### src/rtl/led_pkg.sv
`default_nettype none
// ============================================================================
// Module : led_pkg
// Brief  : Shared 7-segment constants and helpers for display drivers.
// Rev    : 1.0  initial release
// ============================================================================
package led_pkg;

    localparam logic [6:0] SEG_OFF = 7'h7F;

    // Active-low segment patterns, seg[6]=a ... seg[0]=g, indexed by hex value.
    localparam logic [6:0] HEX_SEG [0:15] = '{
        7'h01, 7'h4F, 7'h12, 7'h06, 7'h4C, 7'h24, 7'h20, 7'h0F,
        7'h00, 7'h04, 7'h08, 7'h60, 7'h31, 7'h42, 7'h30, 7'h38
    };

    function automatic int bright_limit(input int slot_cycles, input int guard);
        return slot_cycles - guard;
    endfunction

endpackage
`default_nettype wire

### src/rtl/seg7_hex_decoder.sv
`default_nettype none
// ============================================================================
// Module : seg7_hex_decoder
// Brief  : Combinational hex nibble to active-low 7-segment pattern.
// Rev    : 1.0  initial release
// ============================================================================
module seg7_hex_decoder
    import led_pkg::*;
(
    input  logic [3:0] hex,
    output logic [6:0] seg
);

    always_comb begin
        seg = HEX_SEG[hex];
    end

endmodule
`default_nettype wire

### src/rtl/multi_digit_led_driver.sv
`default_nettype none
// ============================================================================
// Module : multi_digit_led_driver
// Brief  : Time-multiplexed N-digit common-anode 7-segment driver with guard
//          gap, PWM brightness, decimal points, blanking and frame buffering.
// Rev    : 2.0  parametrised generation of the 4-digit driver
// ============================================================================
module multi_digit_led_driver
    import led_pkg::*;
#(
    parameter int NUM_DIGITS  = 4,
    parameter int SLOT_CYCLES = 16,
    parameter int GUARD       = 2,
    parameter int BW          = 4
) (
    input  logic                      clk,
    input  logic                      reset,
    input  logic [4*NUM_DIGITS-1:0]   word,
    input  logic [NUM_DIGITS-1:0]     dp_in,
    input  logic [NUM_DIGITS-1:0]     blank,
    input  logic [BW-1:0]             bright,
    output logic [NUM_DIGITS-1:0]     an,
    output logic [6:0]                seg,
    output logic                      dp,
    output logic                      frame_start
);

    localparam int              TW         = $clog2(SLOT_CYCLES);
    localparam int              DW         = $clog2(NUM_DIGITS);
    localparam logic [TW-1:0]   TICK_LAST  = TW'(SLOT_CYCLES - 1);
    localparam logic [DW-1:0]   DIGIT_LAST = DW'(NUM_DIGITS - 1);
    localparam logic [BW-1:0]   BRIGHT_MAX = BW'(bright_limit(SLOT_CYCLES, GUARD));
    localparam logic [31:0]     GUARD_U    = 32'(GUARD);

    logic [TW-1:0]           tick_q, tick_d;
    logic [DW-1:0]           digit_q, digit_d;
    logic [4*NUM_DIGITS-1:0] shadow_word_q, shadow_word_d;
    logic [NUM_DIGITS-1:0]   shadow_dp_q, shadow_dp_d;
    logic [NUM_DIGITS-1:0]   shadow_blank_q, shadow_blank_d;
    logic [BW-1:0]           bright_slot_q, bright_slot_d;
    logic [NUM_DIGITS-1:0]   an_q, an_d;
    logic [6:0]              seg_q, seg_d;
    logic                    dp_q, dp_d;
    logic                    frame_start_q, frame_start_d;

    logic                    frame_load;
    logic                    active;
    logic [3:0]              nibble;
    logic [6:0]              dec_seg;

    seg7_hex_decoder u_dec (
        .hex (nibble),
        .seg (dec_seg)
    );

    always_comb begin
        tick_d  = (tick_q == TICK_LAST) ? '0 : tick_q + 1'b1;
        digit_d = digit_q;
        if (tick_q == TICK_LAST) begin
            digit_d = (digit_q == '0) ? DIGIT_LAST : digit_q - 1'b1;
        end

        // Shadow registers only change at the frame boundary so a frame never tears.
        frame_load     = (digit_q == DIGIT_LAST) && (tick_q == '0);
        shadow_word_d  = frame_load ? word  : shadow_word_q;
        shadow_dp_d    = frame_load ? dp_in : shadow_dp_q;
        shadow_blank_d = frame_load ? blank : shadow_blank_q;
        frame_start_d  = frame_load;

        bright_slot_d = bright_slot_q;
        if (tick_q == '0) begin
            bright_slot_d = (bright > BRIGHT_MAX) ? BRIGHT_MAX : bright;
        end

        nibble = shadow_word_q[{digit_q, 2'b00} +: 4];
        active = (32'(tick_q) >= GUARD_U)
              && ((32'(tick_q) - GUARD_U) < 32'(bright_slot_q))
              && !shadow_blank_q[digit_q];

        an_d  = active ? ~(NUM_DIGITS'(1) << digit_q) : '1;
        seg_d = active ? dec_seg : SEG_OFF;
        dp_d  = active ? ~shadow_dp_q[digit_q] : 1'b1;
    end

    always_ff @(posedge clk or posedge reset) begin
        if (reset) begin
            tick_q         <= '0;
            digit_q        <= DIGIT_LAST;
            shadow_word_q  <= '0;
            shadow_dp_q    <= '0;
            shadow_blank_q <= '0;
            bright_slot_q  <= '0;
            an_q           <= '1;
            seg_q          <= SEG_OFF;
            dp_q           <= 1'b1;
            frame_start_q  <= 1'b0;
        end else begin
            tick_q         <= tick_d;
            digit_q        <= digit_d;
            shadow_word_q  <= shadow_word_d;
            shadow_dp_q    <= shadow_dp_d;
            shadow_blank_q <= shadow_blank_d;
            bright_slot_q  <= bright_slot_d;
            an_q           <= an_d;
            seg_q          <= seg_d;
            dp_q           <= dp_d;
            frame_start_q  <= frame_start_d;
        end
    end

    assign an          = an_q;
    assign seg         = seg_q;
    assign dp          = dp_q;
    assign frame_start = frame_start_q;

endmodule
`default_nettype wire

### config.mk
export PLATFORM = sky130hd
export DESIGN_NAME = multi_digit_led_driver
export DESIGN_NICKNAME = d
export VERILOG_FILES = /design/src/rtl/led_pkg.sv /design/src/rtl/seg7_hex_decoder.sv /design/src/rtl/multi_digit_led_driver.sv
export SDC_FILE = /design/constraint.sdc
export NUM_CORES = 1
export LEC_CHECK = 0
export ABC_AREA = 1
export CAP_MARGIN = 5
export CELL_PAD_IN_SITES_DETAIL_PLACEMENT = 0
export CELL_PAD_IN_SITES_GLOBAL_PLACEMENT = 1
export CORE_MARGIN = 8
export CORE_UTILIZATION = 39
export CTS_CLUSTER_DIAMETER = 150
export DETAILED_ROUTE_END_ITERATION = 8
export PLACE_DENSITY_LB_ADDON = 0.1
export SLEW_MARGIN = 0
export SYNTH_ARGS = -nofsm -noshare
export SYNTH_HDL_FRONTEND = slang
export SYNTH_SLANG_ARGS = --single-unit
### constraint.sdc
create_clock -name clk -period 2.1 [get_ports clk]
set_input_delay 0.21 -clock clk [delete_from_list [all_inputs] [get_ports clk]]
set_output_delay 0.21 -clock clk [all_outputs]
set_load 0.01 [all_outputs]
Word level (Yosys, flattened, before mapping) --
Memories as Yosys holds them, arrays and structs flattened. Cells that the tools add are included.
Storage, ports and cells: RAM bits 0, memories 1, logic and storage cells 44, bits of input ports 30, output and inout port bits 13, bits in latches 0, bits in read-only memories 112, flip-flop bits (word level) 47
Cells by class: $lt $le $gt $ge 5, add/sub/neg operators 3, equality and inequality tests 2, multipliers 0, div/mod/pow operators 0, shifts and indexed selects 2, bitwise operators 3, muxes and demuxes 12, reductions and logical operators 6
Memories:
- (no name shown) | words 16, width 7, rd ports 1, clocked after Yosys merged registers in 0, write ports 0, RTL line seg7_hex_decoder.sv:15 | seg = HEX_SEG[hex];
Operators by type and width (count):
- less-than comparator 32 x 4 -> 1 bit | 1
- 2-to-1 mux 7 bit | 3
- indexed part select 16 x 5 -> 4 bit | 1
- 2-to-1 mux 4 bit | 3
- >= comparator 5 bit, second input constant | 1
- NOT 4 -> 5 bit | 1
- subtractor 4 x 2 -> 5 bit, second input constant | 1
- adder 4 x 1 -> 4 bit, second input constant | 1
- binary-select mux 1 bit (select 2 bit) | 2
- == test 4 bit, second input constant | 1
- >= comparator 4 x 2 -> 1 bit, second input constant | 1
- > comparator 4 bit, second input constant | 1
- zero test 4 bit | 1
- NOT 4 bit | 1
- left shift 1 x 2 -> 4 bit, first input constant | 1
- logical AND 1 bit | 3
- less-than comparator 2 x 3 -> 1 bit, second input constant | 1
- 2-to-1 mux 1 bit | 3
- == test 2 bit, second input constant | 1
- zero test 2 bit | 1
- 2-to-1 mux 2 bit | 1
- subtractor 2 x 1 -> 2 bit, second input constant | 1
- zero test 1 bit | 1
- NOT 1 bit | 1

Longest topological paths before layout --
Gate-level depths: netlist (run 1).
depth after elaboration 6, mapped depth 11, depth with buffers taken out 11

Modules after synthesis --
Synthesis (run 1) repeated with hierarchy kept, for this count alone.
Unflattened totals: cell total of the unflattened synthesis 296, area total of the unflattened synthesis 2426.1 um^2
By module, submodules not included:
- multi_digit_led_driver | area each 2157.1 um^2, sequential area each 1193.6 um^2, cells an instance 247, instances 1
- seg7_hex_decoder | area each 269.0 um^2, sequential area each 0.0 um^2, cells an instance 49, instances 1

Worst setup path before layout (run 1) --
Ideal clock, no wire load.
path type register to register, start point register digit_q[0], end point register seg_q[1] (netlist: seg[1]), period minus slack after synthesis 1.728 ns, path buffers 1, required time 2.022 ns, setup time 0.078 ns, cell stages (with the launch flop) 12, path slack 0.372 ns, data arrival time 1.650 ns, cell sequence dfstp_2 -> inv_2 -> buf_6 -> nand2_1 -> nand3_1 -> nand2_1 -> inv_1 -> ha_1 -> inv_1 -> nor3_2 -> nor2_2 -> nand2_1
On the way: cells in the longest elaborated chain, start to end 6, elaborated cells on any way between the ends 10, classes of those cells shift: 1; mux: 5; bitwise: 1; reduce/logical: 2; memory: 1
Ends and longest elaborated chain:
- from (decl) | RTL line multi_digit_led_driver.sv:36 | logic [DW-1:0] digit_q, digit_d;
- from (signal assigned) | RTL line multi_digit_led_driver.sv:99 | digit_q <= digit_d;
- indexed part select 16 x 5 -> 4 bit | RTL line multi_digit_led_driver.sv:75 | nibble = shadow_word_q[{digit_q, 2'b00} +: 4];
- NOT 4 -> 5 bit (implied by the code) | RTL line seg7_hex_decoder.sv:15
- memory read (16 x 7 bit)
- 2-to-1 mux 7 bit (implied by the code) (2 in a row) | RTL line seg7_hex_decoder.sv:15
- 2-to-1 mux 7 bit (*) | RTL line multi_digit_led_driver.sv:81 | seg_d = active ? dec_seg : SEG_OFF;
- net seg_d[1] | RTL line multi_digit_led_driver.sv:42 | logic [6:0] seg_q, seg_d;
- to (signal assigned) | RTL line multi_digit_led_driver.sv:105 | seg_q <= seg_d;
- to (decl) | RTL line multi_digit_led_driver.sv:42
Mark *: on every way through the listed nets, which the timed path passes. The rest lies on a longest branch. The select of a mux whose other input is x is not followed. A chain may end at the register's enable or synchronous reset.

Final worst setup path (run 1) --
start point register digit_q[0], end point register seg_q[6] (netlist: seg[6])
The elaborated chain is that of the path after synthesis.

==> impl_summary.log, run 1 <==
[metrics] relative slew slack: 0.806
[metrics] count of unresolved DRC violations after routing: 0
[metrics] cell-internal power: 0.00128 W
[metrics] Worst Setup Slack post-DPL: 0.267 ns
[metrics] Synth Net Count: 339
[metrics] average wire per standard cell: 12.2 um
[metrics] post-layout min period: 1.84 ns
[metrics] Max Slew Vio Count: 0
[metrics] P_leak: 1.48 nW
[metrics] count of unique library cells instantiated by Yosys: 23
[metrics] number of register bits inferred by synthesis: 47
[metrics] clock transition at the registers of the reported paths: 0.09 ns
[metrics] global-route wire length before repair: 8.63 mm
[metrics] Worst Hold Slack: 0.124 ns
[metrics] outcome: finished clean
[metrics] transition time of the tightest slew-check pin: 0.291 ns
[metrics] startpoint of the worst register-to-register path: digit_q[0]
[metrics] required arrival time at the worst endpoint: 2.33 ns
[metrics] final antenna-violating net count: 0
[metrics] GR Util All Layers: 0.120
[metrics] part of the power in registers: 0.565
[metrics] # Post-CTS Setup Buffers: 0
[metrics] Final Hold Fails: 0
[metrics] vias in the first global route: 1,858
[metrics] Layout Skew: 0.00417 ns
[metrics] crit share post-route: 0.874
[metrics] largest cells by area after synthesis: sky130_fd_sc_hd__dfrtp_1 (34%), sky130_fd_sc_hd__nand2_1 (20%), sky130_fd_sc_hd__dfstp_2 (15%)
[metrics] Placed Cells incl. Taps: 407
[metrics] Setup TNS Final: 0 ns
[metrics] Hold-fix buffers, CTS: 0
[metrics] die height: 95.3 um
[metrics] element type at the critical path end: flop
[metrics] clock tree from TritonCTS: built
[metrics] number of antenna violations at the first check in global routing: 0
[metrics] data arrival time at the worst-slack endpoint: 2.07 ns
[metrics] net switching power of the design: 0.000395 W
[metrics] initial DRC count: 35
[metrics] maximum buffer depth of the clock tree: 2
[metrics] sequential-to-total area share from yosys stat: 0.487
[metrics] number of buffers added by the clock tree synthesis step: 5
[metrics] count of clock tree sinks: 47
[metrics] setup repair after global routing missed its margin: false
[metrics] CTS root buffer: sky130_fd_sc_hd__clkbuf_8
[metrics] Non-Filler Instances: 415
[metrics] starting utilization of the core area: 0.395
[metrics] GRT Residual Overflow: 0
[metrics] FF-to-FF path depth: 10
[metrics] summed instance area of the synthesized netlist: 2450 um2
[metrics] clock group share of total power: 0.338
[metrics] fraction of layout instances using a drive strength above 1: 0.145
[metrics] total power density per cell area: 554 nW/um2
[metrics] Setup crit start kind: flop
[metrics] endpoint of the most critical register-to-register path: seg[6]
[metrics] Final GP Congestion: 0.766
[metrics] std cell rows: 29
[metrics] level count of the clock H-tree: 2
[metrics] number of buffers inserted by port buffering: 42
[metrics] number of gates given a new drive strength after cts: 0
[metrics] Post-Layout Inst Area: 3030 um2
[metrics] number of setup violations in the final report: 0
[metrics] peak supply drop: 0.256 mV
[metrics] largest net degree at the start of global routing: 29
[metrics] total die area: 9080 um2
[metrics] core outline area: 6200 um2
[metrics] Area Overhead vs Synth: 23.5%
[metrics] Setup WS post-layout: 0.265 ns
[metrics] overall routed net length: 5.05 mm
[metrics] count of nets after finishing: 386
[metrics] top-area cell type share of the netlist area: 0.337
[metrics] antenna diode instance count: 0
[metrics] Placed Instance Area: 2940 um2
[metrics] Crit Path Max Fanout: 15
[metrics] Chip Width: 95.3 um
[metrics] TritonRoute pass-1 iters: 5
[metrics] total vias in the final route: 1,889
[metrics] Comb pwr share: 0.097
[metrics] total number of yosys warnings: 0
[metrics] number of ports placed on the die boundary: 43
[metrics] highest achievable clock rate: 545 MHz
[metrics] Register-to-Register Setup Slack: 0.26 ns
[metrics] Mapped Cells: 290
[metrics] total of fill cells in the finished design: 624
[metrics] maxcap violations: 0
[metrics] synthesized area per cell: 8.45 um2
[metrics] half-perimeter wire length after placement: 3.81 mm
[metrics] area leader, netlist: sky130_fd_sc_hd__dfrtp_1
[metrics] ratio of routed vias to standard cells: 4.55
[metrics] switching part of the total power: 0.235
[metrics] Clk Latency, worst-skew pair: 0.30 ns
[metrics] hold crit path type: input port to asynchronous set/reset pin
[metrics] critical path class: flop to flop
[power by group through the flow]
stage | sequential (W) | clock [W] | combinational (W)
2_1_floorplan | 0.000960 | 0 | 0.0000870
3_3_place_gp | 0.000964 | 0 | 0.000165
3_5_place_dp | 0.000965 | 0 | 0.000165
4_1_cts | 0.000948 | 0.000595 | 0.000166
5_1_grt | 0.000952 | 0.000624 | 0.000187
6_report | 0.000948 | 0.000568 | 0.000163
[routing by layer]
metal | up-vias | wire [um] | GRT usage
met2 | 42 | 2340 | 0.196
met1 | 858 | 2430 | 0.151
met4 | 0 | 33 | 0.0351
met3 | 2 | 241 | 0.0323
met5 | - | 0 | 0
li1 | 987 | - | -
[flip-flops by register name (all words and copies together) (netlist names)]
signal          flops
an                  4
bright_slot_q       4
digit_q             2
dp                  1
frame_start         1
seg                 7
shadow_blank_q      4
shadow_dp_q         4
shadow_word_q      16
tick_q              4
[logic make-up (layout without fill, tap and decap cells)]
kind of cell	after synthesis	in the layout	share of synthesized area
AO/OA/AOI/OAI	14	14	0.0291
XOR/XNOR	1	1	0.00357
adder cells (fa/ha/maj)	19	19	0.0970
buffers and inverters	34	82	0.0710
flip-flops	47	47	0.487
AND/OR/NAND/NOR	175	175	0.312
[cell type report]
| cell class | count | area [um2] | share of cell area |
|---|---|---|---|
| well taps | 77 | 96.3 | 0.0318 |
| clock inverters | 1 | 5.00 | 0.00165 |
| inverters | 27 | 105 | 0.0347 |
| multi-input cells | 209 | 1080 | 0.358 |
| clock buffers | 7 | 86.3 | 0.0285 |
| flip-flops and latches | 47 | 1190 | 0.394 |
| repair buffers | 47 | 458 | 0.151 |
[per-stage QoR]
stage / total power (W) / utilization
3_3_place_gp: 0.00113 / 0.473
3_5_place_dp: 0.00113 / 0.473
6_report: 0.00168 / 0.488
2_1_floorplan: 0.00105 / -
5_1_grt: 0.00176 / 0.488
4_1_cts: 0.00171 / 0.488
[synthesized netlist by cell type, drive strengths merged]
cell and n:
nand2 137, dfrtp 33, inv 26, nand3 26
ha 19, dfstp 14, o21ai 12, nor2 10
buf 6, a21oi 1, clkbuf 1, clkinv 1
nand4 1, nor3 1, o22ai 1, xor2 1
[worst max-delay path: stages, from the launching register on]
cell	delay (ns)
sky130_fd_sc_hd__dfstp_2	0.60
sky130_fd_sc_hd__inv_2	0.14
sky130_fd_sc_hd__nand2_1	0.08
sky130_fd_sc_hd__nand3_1	0.06
sky130_fd_sc_hd__nand2_1	0.18
sky130_fd_sc_hd__inv_1	0.12
sky130_fd_sc_hd__ha_1	0.23
sky130_fd_sc_hd__inv_1	0.11
sky130_fd_sc_hd__nor3_2	0.06
sky130_fd_sc_hd__nor2_2	0.12
sky130_fd_sc_hd__nand2_1	0.06
[how the worst max path moves through the flow]
stage	from	slack, ns	endpoint	depth (start not counted)
after CTS	digit_q[0]	0.24	seg[1]	10
after global placement	digit_q[0]	0.31	seg[1]	10
after detailed placement	digit_q[0]	0.27	seg[1]	10
final	digit_q[0]	0.26	seg[6]	10
after global routing	tick_q[1]	0.06	seg[2]	11
after floorplan	digit_q[0]	0.37	seg[1]	11
[placed cells by master, fill, tap and decap left out, types with 4 or more instances in the layout]
| master | instances |
|---|---|
| sky130_fd_sc_hd__dfstp_2 | 14 |
| sky130_fd_sc_hd__inv_2 | 5 |
| sky130_fd_sc_hd__nand2_2 | 4 |
| sky130_fd_sc_hd__nand3_1 | 20 |
| sky130_fd_sc_hd__nand2_1 | 130 |
| sky130_fd_sc_hd__clkdlybuf4s50_1 | 42 |
| sky130_fd_sc_hd__inv_1 | 20 |
| sky130_fd_sc_hd__buf_4 | 5 |
| sky130_fd_sc_hd__nand3_2 | 6 |
| sky130_fd_sc_hd__o21ai_0 | 12 |
| sky130_fd_sc_hd__clkbuf_8 | 6 |
| sky130_fd_sc_hd__nor2_1 | 8 |
| sky130_fd_sc_hd__dfrtp_1 | 33 |
| sky130_fd_sc_hd__ha_1 | 19 |
(Power assumes the default switching activity.)
==> run 2, diff against run 1 <==
TNS_END_PERCENT = 20   (was not set)
==> results of run 2 <==
The final DEF is identical to that of run 1; final timing and power are the same.
==> run 3, diff against run 2 <==
CTS_CLUSTER_DIAMETER = 40   (was 150)
==> results of run 3 <==
The final DEF is identical to that of run 1; final timing and power are the same.
